`config.mk`:
```
export PLATFORM = sky130hd
export DESIGN_NAME = cv32e40p_if_stage_breakage_collector_ft
export DESIGN_NICKNAME = d
export VERILOG_FILES = /design/src/rtl/cv32e40p_if_stage_breakage_collector_ft.sv
export SDC_FILE = /design/constraint.sdc
export NUM_CORES = 1
export LEC_CHECK = 0
export ABC_AREA = 1
export CAP_MARGIN = 20
export CORE_MARGIN = 2
export CORE_UTILIZATION = 60
export CTS_CLUSTER_SIZE = 8
export DETAILED_ROUTE_END_ITERATION = 8
export GPL_TIMING_DRIVEN = 0
export PLACE_DENSITY = 0.78
export SKIP_CTS_REPAIR_TIMING = 1
export SYNTH_ARGS = -nofsm -noshare
export SYNTH_HDL_FRONTEND = slang
export SYNTH_SLANG_ARGS = --single-unit
export TNS_END_PERCENT = 5
```
`constraint.sdc`:
```
create_clock -name clk -period 4.5 [get_ports clk]
set_input_delay 1.125 -clock clk [delete_from_list [all_inputs] [get_ports clk]]
set_output_delay 1.125 -clock clk [all_outputs]
set_load 0.005 [all_outputs]
```
`src/rtl/cv32e40p_if_stage_breakage_collector_ft.sv`:
```
// Breakage collector for the TMR-protected IF-stage submodules: saturating per-replica
// mismatch counters, sticky broken flags and an event FIFO towards the controller.
module cv32e40p_if_stage_breakage_collector_ft #(
   parameter int N_UNIT             = 6,
   parameter int N_REP              = 3,
   parameter int COUNT_BIT          = 8,
   parameter int INC_DEC_BIT        = 2,
   parameter int INCREMENT          = 1,
   parameter int DECREMENT          = 1,
   parameter int BREAKING_THRESHOLD = 3,
   parameter int FIFO_DEPTH         = 4
) (
   input  logic                          clk,
   input  logic                          rst,
   input  logic                          err_valid_i,
   input  logic [N_UNIT*N_REP-1:0]       err_i,
   output logic [N_UNIT*N_REP-1:0]       broken_rep_o,
   output logic [N_UNIT-1:0]             broken_unit_o,
   output logic                          evt_valid_o,
   input  logic                          evt_ready_i,
   output logic [$clog2(N_UNIT)-1:0]     evt_unit_o,
   output logic [$clog2(N_REP)-1:0]      evt_rep_o,
   output logic [$clog2(FIFO_DEPTH):0]   evt_level_o
);

   localparam int N_TOT  = N_UNIT * N_REP;
   localparam int IDX_W  = $clog2(N_TOT);
   localparam int PTR_W  = $clog2(FIFO_DEPTH);
   localparam int UNIT_W = $clog2(N_UNIT);
   localparam int REP_W  = $clog2(N_REP);

   localparam logic [INC_DEC_BIT-1:0] INC_C    = INC_DEC_BIT'(INCREMENT);
   localparam logic [INC_DEC_BIT-1:0] DEC_C    = INC_DEC_BIT'(DECREMENT);
   localparam logic [COUNT_BIT:0]     INC_X    = (COUNT_BIT+1)'(INC_C);
   localparam logic [COUNT_BIT:0]     DEC_X    = (COUNT_BIT+1)'(DEC_C);
   localparam logic [COUNT_BIT:0]     CNT_MAX  = (COUNT_BIT+1)'({COUNT_BIT{1'b1}});
   localparam logic [COUNT_BIT:0]     THRESH   = (COUNT_BIT+1)'(BREAKING_THRESHOLD);
   localparam logic [PTR_W:0]         FULL_LVL = (PTR_W+1)'(FIFO_DEPTH);

   logic [COUNT_BIT-1:0] cnt_q [N_TOT];
   logic [COUNT_BIT-1:0] cnt_d [N_TOT];
   logic [COUNT_BIT:0]   cnt_ext;
   logic [N_TOT-1:0]     broken_q;
   logic [N_TOT-1:0]     break_now;
   logic [N_TOT-1:0]     pending_q;
   logic [N_TOT-1:0]     pending_d;
   logic [IDX_W-1:0]     fifo_mem [FIFO_DEPTH];
   logic [PTR_W-1:0]     wr_ptr_q;
   logic [PTR_W-1:0]     rd_ptr_q;
   logic [PTR_W:0]       level_q;
   logic [IDX_W-1:0]     sel_idx;
   logic [IDX_W-1:0]     head_idx;
   logic                 sel_hit;
   logic                 push;
   logic                 pop;
   logic                 full;

   // NOTE: every variable gets a default at the top of always_comb so no path leaves it unassigned (no latch).
   always_comb begin
      cnt_ext   = '0;
      break_now = '0;
      for (int i = 0; i < N_TOT; i++) begin
         cnt_d[i] = cnt_q[i];
         if (err_valid_i && !broken_q[i]) begin
            // one extra bit catches both overflow and borrow before saturating
            if (err_i[i]) begin
               cnt_ext = {1'b0, cnt_q[i]} + INC_X;
               if (cnt_ext > CNT_MAX) cnt_ext = CNT_MAX;
            end else begin
               cnt_ext = {1'b0, cnt_q[i]} - DEC_X;
               if (cnt_ext[COUNT_BIT]) cnt_ext = '0;
            end
            cnt_d[i]     = cnt_ext[COUNT_BIT-1:0];
            break_now[i] = (cnt_ext >= THRESH);
         end
      end
   end

   // lowest-index pending replica wins the single push slot
   always_comb begin
      sel_hit = 1'b0;
      sel_idx = '0;
      for (int i = N_TOT - 1; i >= 0; i--) begin
         if (pending_q[i]) begin
            sel_hit = 1'b1;
            sel_idx = IDX_W'(i);
         end
      end
   end

   assign full        = (level_q == FULL_LVL);
   assign evt_valid_o = (level_q != '0);
   assign pop         = evt_valid_o && evt_ready_i;
   assign push        = sel_hit && (!full || pop);

   always_comb begin
      pending_d = pending_q | break_now;
      if (push) pending_d[sel_idx] = 1'b0;
   end

   // NOTE: sequential state uses non-blocking assignments so all registers update from pre-edge values.
   always_ff @(posedge clk) begin
      if (rst) begin
         for (int i = 0; i < N_TOT; i++) cnt_q[i] <= '0;
         broken_q  <= '0;
         pending_q <= '0;
         wr_ptr_q  <= '0;
         rd_ptr_q  <= '0;
         level_q   <= '0;
      end else begin
         cnt_q     <= cnt_d;
         broken_q  <= broken_q | break_now;
         pending_q <= pending_d;
         if (push) wr_ptr_q <= wr_ptr_q + 1'b1;
         if (pop)  rd_ptr_q <= rd_ptr_q + 1'b1;
         if (push && !pop)      level_q <= level_q + 1'b1;
         else if (pop && !push) level_q <= level_q - 1'b1;
      end
   end

   // NOTE: the storage array is not reset; the head fields are masked while the FIFO is empty.
   always_ff @(posedge clk) begin
      if (push) fifo_mem[wr_ptr_q] <= sel_idx;
   end

   assign head_idx     = fifo_mem[rd_ptr_q];
   assign evt_unit_o   = evt_valid_o ? UNIT_W'(int'(head_idx) / N_REP) : '0;
   assign evt_rep_o    = evt_valid_o ? REP_W'(int'(head_idx) % N_REP) : '0;
   assign evt_level_o  = level_q;
   assign broken_rep_o = broken_q;

   // a unit can still vote only while at most one of its replicas is broken
   always_comb begin
      broken_unit_o = '0;
      for (int u = 0; u < N_UNIT; u++) begin
         broken_unit_o[u] = ($countones(broken_q[u*N_REP +: N_REP]) >= 2);
      end
   end

endmodule

```
==> results list, run 1 <==
* Most frequent cells after synthesis: 651 x nand2_1, 494 x inv_1, 308 x nor2_1, 282 x nand3_1, 189 x dfxtp_1
- Summing all non-filler instances in the final layout gives an area of 0.0189 sq mm.
- Counting instances, the worst hold path has a depth of 2.
- Setup slack of the worst register-to-register path: 1.82 ns
* Library cell occupying the most area in the post-synthesis netlist: dfxtp_1
- All-layer global routing usage: 29.6%
* Post-synthesis area per instance: 6.01 sq um
- Total cell area at the placement stage: 0.0179 sq mm
* Count of state elements after synthesis: 209
* Power dissipated by switching net loads: 3.83 mW
- Average routed wire per standard cell: 13.7 um
- The final number of max-transition violations came to 0.
- Critical setup path kind: register to primary output
- OpenSTA, run right after detailed placement, puts the worst setup slack at -0.196 ns.
- For this run, design rule violations remaining after detail routing come to 0.
- Part of the power in the clock network: 23.1%
* Post-DRT Antenna Nets: 0
- After layout, the minimum clock period comes to 4.59 ns.
- Crit share post-route: 102%
- Final Hold Violating Endpoints: 0
- The synthesized design devotes to its leading area cell type 22.2% of total area.
- Number of global-route vias before repair: 15980
* Largest voltage drop on the vdd net: 286 uV
- Of the total power, registers draw 28.8%.
- Inserted Diodes: 0
- CTS built an H-tree with a depth of 1.
- Fmax: 0.218 GHz
- After detailed routing, the total wire length is 45300 um.
- In this run the vertical extent of the chip is 172 um.
- In this run, CTS created clock tree buffers numbering 30.
- Counting flops with a built-in enable in the synthesized netlist gives 20.
- Across the run, the number of max-cap violations was 0.
- Clock skew: 0.0219 ns
- CTS placed an instance of clkbuf_16 at the clock tree root.
- STA classifies the critical path startpoint as a register.
- During synthesis, Yosys emitted a total of 0 warnings.
* Horizontal die dimension: 172 um
- Headroom to the max-slew limit came out at 30.5%.
* First-iteration detailed-routing DRC count: 1405
- Internal: 5.08 mW
- At the worst endpoint, the arrival time is 3.46 ns.
- In this run, the combinational gates consume 48.1% of the power.
- Summed over all nets, the half-perimeter wirelength after detailed placement is 33300 um.
- Worst Slack Setup Final: -0.0863 ns
- Antenna violations before repair: 0
* Actual transition at the worst max-transition pin: 1.04 ns
- Net count of the mapped netlist: 2926
- Row generation in the floorplan step produced 61 rows.
- Once the floorplan was initialized, standard cells occupied 61.1% of the core.
- Clock-pin slew was measured on the worst setup and hold paths at 0.05 ns.
* Global route total overflow: 0
- Top_reg_cell synth: dfxtp_1
* Area added between synthesis and finish: 10.7%
- Detailed routing inserted a total of 18044 vias.
* Critical path data required time: 3.38 ns
* Maximum number of pins on one net before global-route repair: 15
- Setup violations remaining at the end of the flow were counted as 2.
- Fraction of the yosys area taken by sequential cells: 25.7%
- For this run, the post-layout net count is 3002.
- Net switching is 43.0% of the power.
- Counting along the longest clock path gives a buffer depth of 3.
- The first global-routing pass estimated 73300 um of wire.
- 55 I/O pins were placed.
- CTS sink cnt: 209
* Count leader, synth: nand2_1
* Largest fanout on the critical path: 10
- Port buffering added 40 buffers.
* Failing checks: negative setup slack
- RSZ-0062 raised after global routing: yes
- Post-synth cell types: 46
- Leakage power: 10.1 nW
- Syn Std Cell Area: 0.0170 sq mm
- After synthesis, the share of flip-flops with an asynchronous set or reset is 0%.
- Later-pin clock latency in the skew report: 0.56 ns
- Counting cells, the worst reg-to-reg path comes to 11.
- In this run the worst hold path is classified as register to register.
* Synthesized instance count: 2834
- FF-to-FF End: evt_level_o[1]
- Cells with a size suffix above 1 make up 4.11% of the layout.
* Kind of capture point of the worst setup path: primary output
* CTS tree: yes
* Number of iterations in the first detailed-routing pass: 5
* Reg2Reg Launch Point: pending_q[11]
- The critical path ends at evt_rep_o[1].
- Overall power consumption after layout is estimated at 8.91 mW.
- Measured on the finished design, the core utilization comes to 67.7%.
* DIE AREA: 0.0297 sq mm
- In this run, placement finished with an instance count of 3252.
* Outcome: finished, violations left
- After the flow finishes, the layout carries non-filler instances totaling 3296.
* Cell types occupying the most area after synthesis: dfxtp_1 22%, nand2_1 14%, inv_1 11%, nand3_1 8.3%, nor2_1 6.8%
- The core region is 0.0279 sq mm.
- Total power per unit cell area: 472 mW/mm^2
- Routability-driven placement finished with a final weighted congestion of 0.944.
- Average via count per standard cell: 5.47
## metrics by stage
| step | hold WS, ns | setup TNS [ns] |
|---|---|---|
| 2_1_floorplan | 0.436 | 0 |
| 3_3_place_gp | 0.450 | -0.210 |
| 3_5_place_dp | 0.464 | -0.420 |
| 4_1_cts | 0.467 | -2.19 |
| 5_1_grt | 0.485 | -0.523 |
| 6_report | 0.468 | -0.103 |
## placed cells by master, fill, tap and decap left out, drive strengths merged, types with 6 or more instances in the layout
master	n
nand2	658
inv	509
nor2	310
nand3	284
o21ai	194
dfxtp	189
a21oi	171
xor2	112
clkbuf	94
ha	69
nand4	65
nor3	50
clkdlybuf4s50	37
o211ai	34
buf	31
edfxtp	20
xnor2	15
a211oi	14
a31oi	12
a21o	8
nand3b	7
clkinv	6
## power by group through the flow
stage	clock, mW	sequential, mW	combinational (mW)
CTS	2.09	2.55	4.00
global placement	0	2.57	3.87
global route	2.16	2.61	4.80
detailed placement	0	2.58	3.96
floorplan	0	2.50	3.01
finish	2.06	2.56	4.28
## layout make-up
class | count | area (sq um)
fill | 2569 | 9000
sequential | 209 | 4390
multi-input combinational | 2031 | 10500
inverter | 514 | 1940
tap | 378 | 473
timing repair buffer | 44 | 420
buffer | 80 | 338
clock inverter | 1 | 5.00
clock buffer | 39 | 816
## layer usage
metal / part of all wire, % / GRT usage (%)
met2: 47 / 51.8
met4: 2.4 / 9.24
met5: 0 / 0
met1: 45 / 38.4
met3: 5.9 / 3.02
## state kept, by name, summed over array words and instances (netlist names), named ones only
register      cells
cnt_q           144
fifo_mem         20
broken_rep_o     18
pending_q        18
evt_level_o       3
rd_ptr_q          2
wr_ptr_q          2
## how the worst min path moves through the flow
stage                       startpoint           end  slack [ns]
after floorplan            rd_ptr_q[1]      register        0.44
after detailed placement  pending_q[6]  pending_q[6]        0.46
after global placement     rd_ptr_q[1]   rd_ptr_q[1]        0.45
final                     pending_q[2]  pending_q[2]        0.47
after global routing      pending_q[2]  pending_q[2]        0.49
after CTS                 pending_q[2]  pending_q[2]        0.47
## worst max-delay path, cell delays in order, from the launching register on
cell and delay [ns]:
dfxtp_4 0.36, inv_6 0.09, nand2_1 0.08, nand2_2 0.08, nand2_2 0.06, nand2_4 0.08
inv_4 0.05, nor2_4 0.15, ha_4 0.18, inv_6 0.05, ha_4 0.26, inv_2 0.04
nand2_4 0.06, nand3_4 0.10, nor2_8 0.14, nand2_4 0.08, a21oi_4 0.12, inv_1 0.05
ha_2 0.17, nor2_2 0.12, nand4_1 0.13, nor2_2 0.17, nand2_1 0.06, nand2_1 0.06
nor2_1 0.04, dlymetal6s2s_1 0.15
## logic make-up (layout without fill, tap and decap cells)
group | after synthesis | after routing | synth area share [%]
buf+inv | 594 | 678 | 13.3
flops | 209 | 209 | 25.7
simple gates | 1383 | 1383 | 34.8
fa+ha+maj | 70 | 70 | 5.19
xor+xnor | 127 | 127 | 6.53
compound gates | 451 | 451 | 14.5
No activity file was read; power rests on OpenSTA's default activity.
==> inputs of run 2 (changes only) <==
--- a/config.mk
+++ b/config.mk
@@ -13,6 +13,7 @@
 export DETAILED_ROUTE_END_ITERATION = 8
 export GPL_TIMING_DRIVEN = 0
 export PLACE_DENSITY = 0.78
+export SETUP_SLACK_MARGIN = 0.02
 export SKIP_CTS_REPAIR_TIMING = 1
 export SYNTH_ARGS = -nofsm -noshare
 export SYNTH_HDL_FRONTEND = slang
==> constraint.sdc (replaced) <==
create_clock -name clk -period 4.4 [get_ports clk]
set_input_delay 1.1 -clock clk [delete_from_list [all_inputs] [get_ports clk]]
set_output_delay 1.1 -clock clk [all_outputs]
set_load 0.005 [all_outputs]
==> results of run 2 <==
Same layout as run 1 (identical final DEF). Status: finished, violations left: negative setup slack.
Main changes from that run: setup slack after placement -0.196 ns -> -0.271 ns; setup slack after layout -0.0863 ns -> -0.161 ns; setup TNS -0.103 ns -> -0.285 ns; number of setup violations in the final report 2 -> 3; register-to-register setup slack 1.82 ns -> 1.72 ns; total power 8.91 mW -> 9.11 mW; worst IR drop on VDD 286 uV -> 292 uV
==> inputs of run 3 (changes only) <==
--- a/config.mk
+++ b/config.mk
@@ -12,6 +12,7 @@
 export CTS_CLUSTER_SIZE = 8
 export DETAILED_ROUTE_END_ITERATION = 8
 export GPL_TIMING_DRIVEN = 0
+export HOLD_SLACK_MARGIN = 0.06
 export PLACE_DENSITY = 0.78
 export SETUP_SLACK_MARGIN = 0.02
 export SKIP_CTS_REPAIR_TIMING = 1
==> constraint.sdc (replaced) <==
create_clock -name clk -period 5.6 [get_ports clk]
set_input_delay 1.4 -clock clk [delete_from_list [all_inputs] [get_ports clk]]
set_output_delay 1.4 -clock clk [all_outputs]
set_load 0.005 [all_outputs]
==> run 3 against run 2 <==
The run now ends clean; sequential power decreased by 21%; global-route usage unchanged; via count decreased by 0.21%; design area decreased by 0.66%; flip-flop and latch count unchanged; critical path type unchanged; utilization decreased by 0.44 points; largest cell class unchanged; critical endpoint unchanged; count of clock-buffer cells in the layout unchanged; total power decreased by 23%; first-iteration DRC count increased by 1.0%; wire length decreased by 0.59%.
==> results list, run 3 (synthesis gave the netlist of run 1 again) <==
- Largest voltage drop on the vdd net: 225 uV
- The endpoint identified for the worst register-to-register timing path is evt_level_o[1].
- The die boundary height is 172 um (unchanged).
- The share of layout cells above drive strength 1 is 3.26% (-0.85 points).
- Number of global-route vias before repair: 15980 (unchanged)
- Crit path cell chain: buf_6 > nand2_1 > nand2_1 > nand2_1 > nand2_2 > inv_2 > nor2_4 > ha_2 > inv_2 > ha_1 > inv_1 > nand2_4 > nand3_4 > nor2_8 > nand2_1 > a21oi_2 > inv_1 > ha_1 > nor2_1 > nand4_1 > nor2_2 > nor2_1 > nor2_1 > clkdlybuf4s50_1
* Core outline area: 0.0279 sq mm (unchanged)
- Area of all placed cells without fillers: 0.0187 sq mm (-0.66%)
- Arrival time worst endpoint: 3.95 ns (+0.49 ns)
* Total Nets Final: 2998 (-0.13%)
- Fmax: 0.187 GHz
- The number of buffers between clock root and the deepest sink was 3 (unchanged).
- Sum of negative setup slack: 0 ns
- Maximum single-stage delay on the critical path: 0.51 ns (+0.15 ns)
- Final Hold Violating Endpoints: 0 (unchanged)
- Horizontal die dimension: 172 um (unchanged)
- The maximum fanout count along the critical path was 10 (unchanged).
- The library cell used most frequently in the layout, excluding fill and tap cells, is nand2_1.
* Critical setup path kind: register to primary output
* Highest-count cells in the layout ignoring fill and taps: 651 x nand2_1, 492 x inv_1, 307 x nor2_1, 282 x nand3_1, 189 x dfxtp_1
- HP Start: pending_q[2]
* Number of iterations in the first detailed-routing pass: 6 (+1)
* Storage element area: 0.00438 sq mm (about the same)
- Routed wire length on met2: 21100 um (-1.0%)
* CTS sink cnt: 209 (unchanged)
* Clock skew: 0.0235 ns (+0.00166 ns)
- Clock transition at the register clock pins on the worst setup and hold paths after CTS: 0.05 ns (about the same)
* Antenna violations before repair: 0 (unchanged)
- Number of buffers created by CTS: 30 (unchanged)
- The transition time at the pin with the least slew margin came to 1.05 ns (+0.00605 ns).
- Hold Path Stages: 2 (unchanged)
* Final critical path time including I/O delays and setup: 5.35 ns
- Worst-case reg-to-reg path depth: 11 (unchanged)
- The initial standard-cell utilization of the core came to 61.1% (unchanged).
- From synthesis to final layout, the design area changed by 10.0%.
- The via count normalized by instance count is 5.47 (about the same).
- Across all register-to-register paths, the minimum setup slack is 2.90 ns.
- The final number of max-transition violations came to 0 (unchanged).
* Average routed wire per standard cell: 13.7 um (-0.47%)
* Number of failing setup endpoints in the final timing report: 0
* Later-pin clock latency in the skew report: 0.56 ns (about the same)
* Highest routed metal layer: met4
- Crit share post-route: 95.6%
* Placer Congestion: 0.944 (unchanged)
- RSZ-0062 raised after global routing: yes
* Most frequent CP cell: nand2_1
- Reg2Reg Launch Point: pending_q[11]
- The critical path buffer and inverter count came to 6 (unchanged).
- Aggregate routed wire length: 45000 um (-0.59%)
- The number of flip-flops under the largest register name was 144 (unchanged).
- The post-route DRC violation count is 0 (unchanged).
* Maximum number of pins on one net before global-route repair: 15 (unchanged)
- Top flop regs: cnt_q x144, fifo_mem x20
- The post-route core utilization was 67.3% (-0.44 points).
- The multi-input combinational cell area is 0.0104 sq mm (-0.84%).
- The reported max-cap violation count is 0 (unchanged).
* Total half-perimeter wirelength after legalization and detailed placement: 33300 um (unchanged)
* Leakage power: 10.1 nW (-0.37%)
- The largest individual stage delay along the critical path comes from the cell clkdlybuf4s50_1.
* Total power of the final layout: 6.97 mW
- Post-DRT Antenna Nets: 0 (unchanged)
- Worst hold-check path type: register to register
* CTS tree: yes
- The sum of overflow across all layers after global routing is 0 (unchanged).
- Kind of capture point of the worst setup path: primary output
* Final hold slack: 0.467 ns (-0.00137 ns)
* Root buffer selected by CTS: clkbuf_16
* DIE AREA: 0.0297 sq mm (unchanged)
- Most flops, register: cnt_q
- The number of I/O pins came to 55 (unchanged).
* Total power per unit cell area: 372 mW/mm^2
- Fillers: 2592 (+0.90%)
- Standard-cell rows: 61 (unchanged)
* All-layer global routing usage: 29.6% (unchanged)
- The wire length on met1 is 20200 um (-0.30%).
- First-iteration detailed-routing DRC count: 1419 (+1.0%)
- The via count was 18006 (-0.21%).
* Slew Limit Headroom: 30.1% (-0.40 points)
* Wire length of the first global-routing pass: 73300 um (unchanged)
- Inserted Diodes: 0 (unchanged)
- The path with the worst hold slack has its endpoint at pending_q[2].
- Maximum level of the CTS H-tree: 1 (unchanged)
* Port Buffers: 40 (unchanged)
- Data on the critical path is required at its endpoint by 4.20 ns.
- Top cell family by delay on the critical path: simple AND/OR/NAND/NOR gates
- Crit path launch type: register
- Outcome: finished clean
* Met3 routed wirelength: 2700 um (+0.52%)
- The post-place instance area came to 0.0179 sq mm (unchanged).
## run 3: layout make-up
type | instances | share of cell area, %
multi-input cells | 2031 | 55.4
flip-flops and latches | 209 | 23.4
inverters | 514 | 10.3
clock buffers | 39 | 4.35
well taps | 378 | 2.52
repair buffers | 40 | 2.15
plain buffers | 80 | 1.80
clock inverters | 1 | 0.0267
## run 3: worst max path at each step
stage / start / to / slack [ns] / cells after the start
final: register / evt_rep_o[1] / 0.25 / 24
after global routing: register / evt_rep_o[1] / -0.03 / 25
after CTS: register / evt_rep_o[1] / 0.04 / 25
after detailed placement: register / evt_rep_o[1] / 0.63 / 25
after global placement: register / evt_rep_o[0] / 0.72 / 27
after floorplan: register / evt_rep_o[1] / 1.46 / 23
## run 3: metal layers
metal / up-vias / track usage [%]
met5: - / 0
met4: 0 / 9.24
met3: 100 / 3.02
met2: 555 / 51.8
met1: 8136 / 38.4
li1: 9215 / -
## run 3: power by group
group          leakage, nW  internal [mW]  switching [mW]  total, mW
combinational         7.89           1.21            2.06       3.26
clock                0.401          0.991           0.665       1.66
sequential            1.76           1.81           0.250       2.06
## run 3: worst min-delay path, cell delays in order (launching register included)
cell and delay (ns):
dfxtp_1 0.30, inv_1 0.06, a21oi_1 0.06
## run 3: per-stage QoR
stage                     instances  setup WS, ns
after floorplan                2834          1.46
after global placement         3252         0.719
after detailed placement       3252         0.629
after CTS                      3292        0.0384
after global routing           3292       -0.0254
final                          3292         0.245
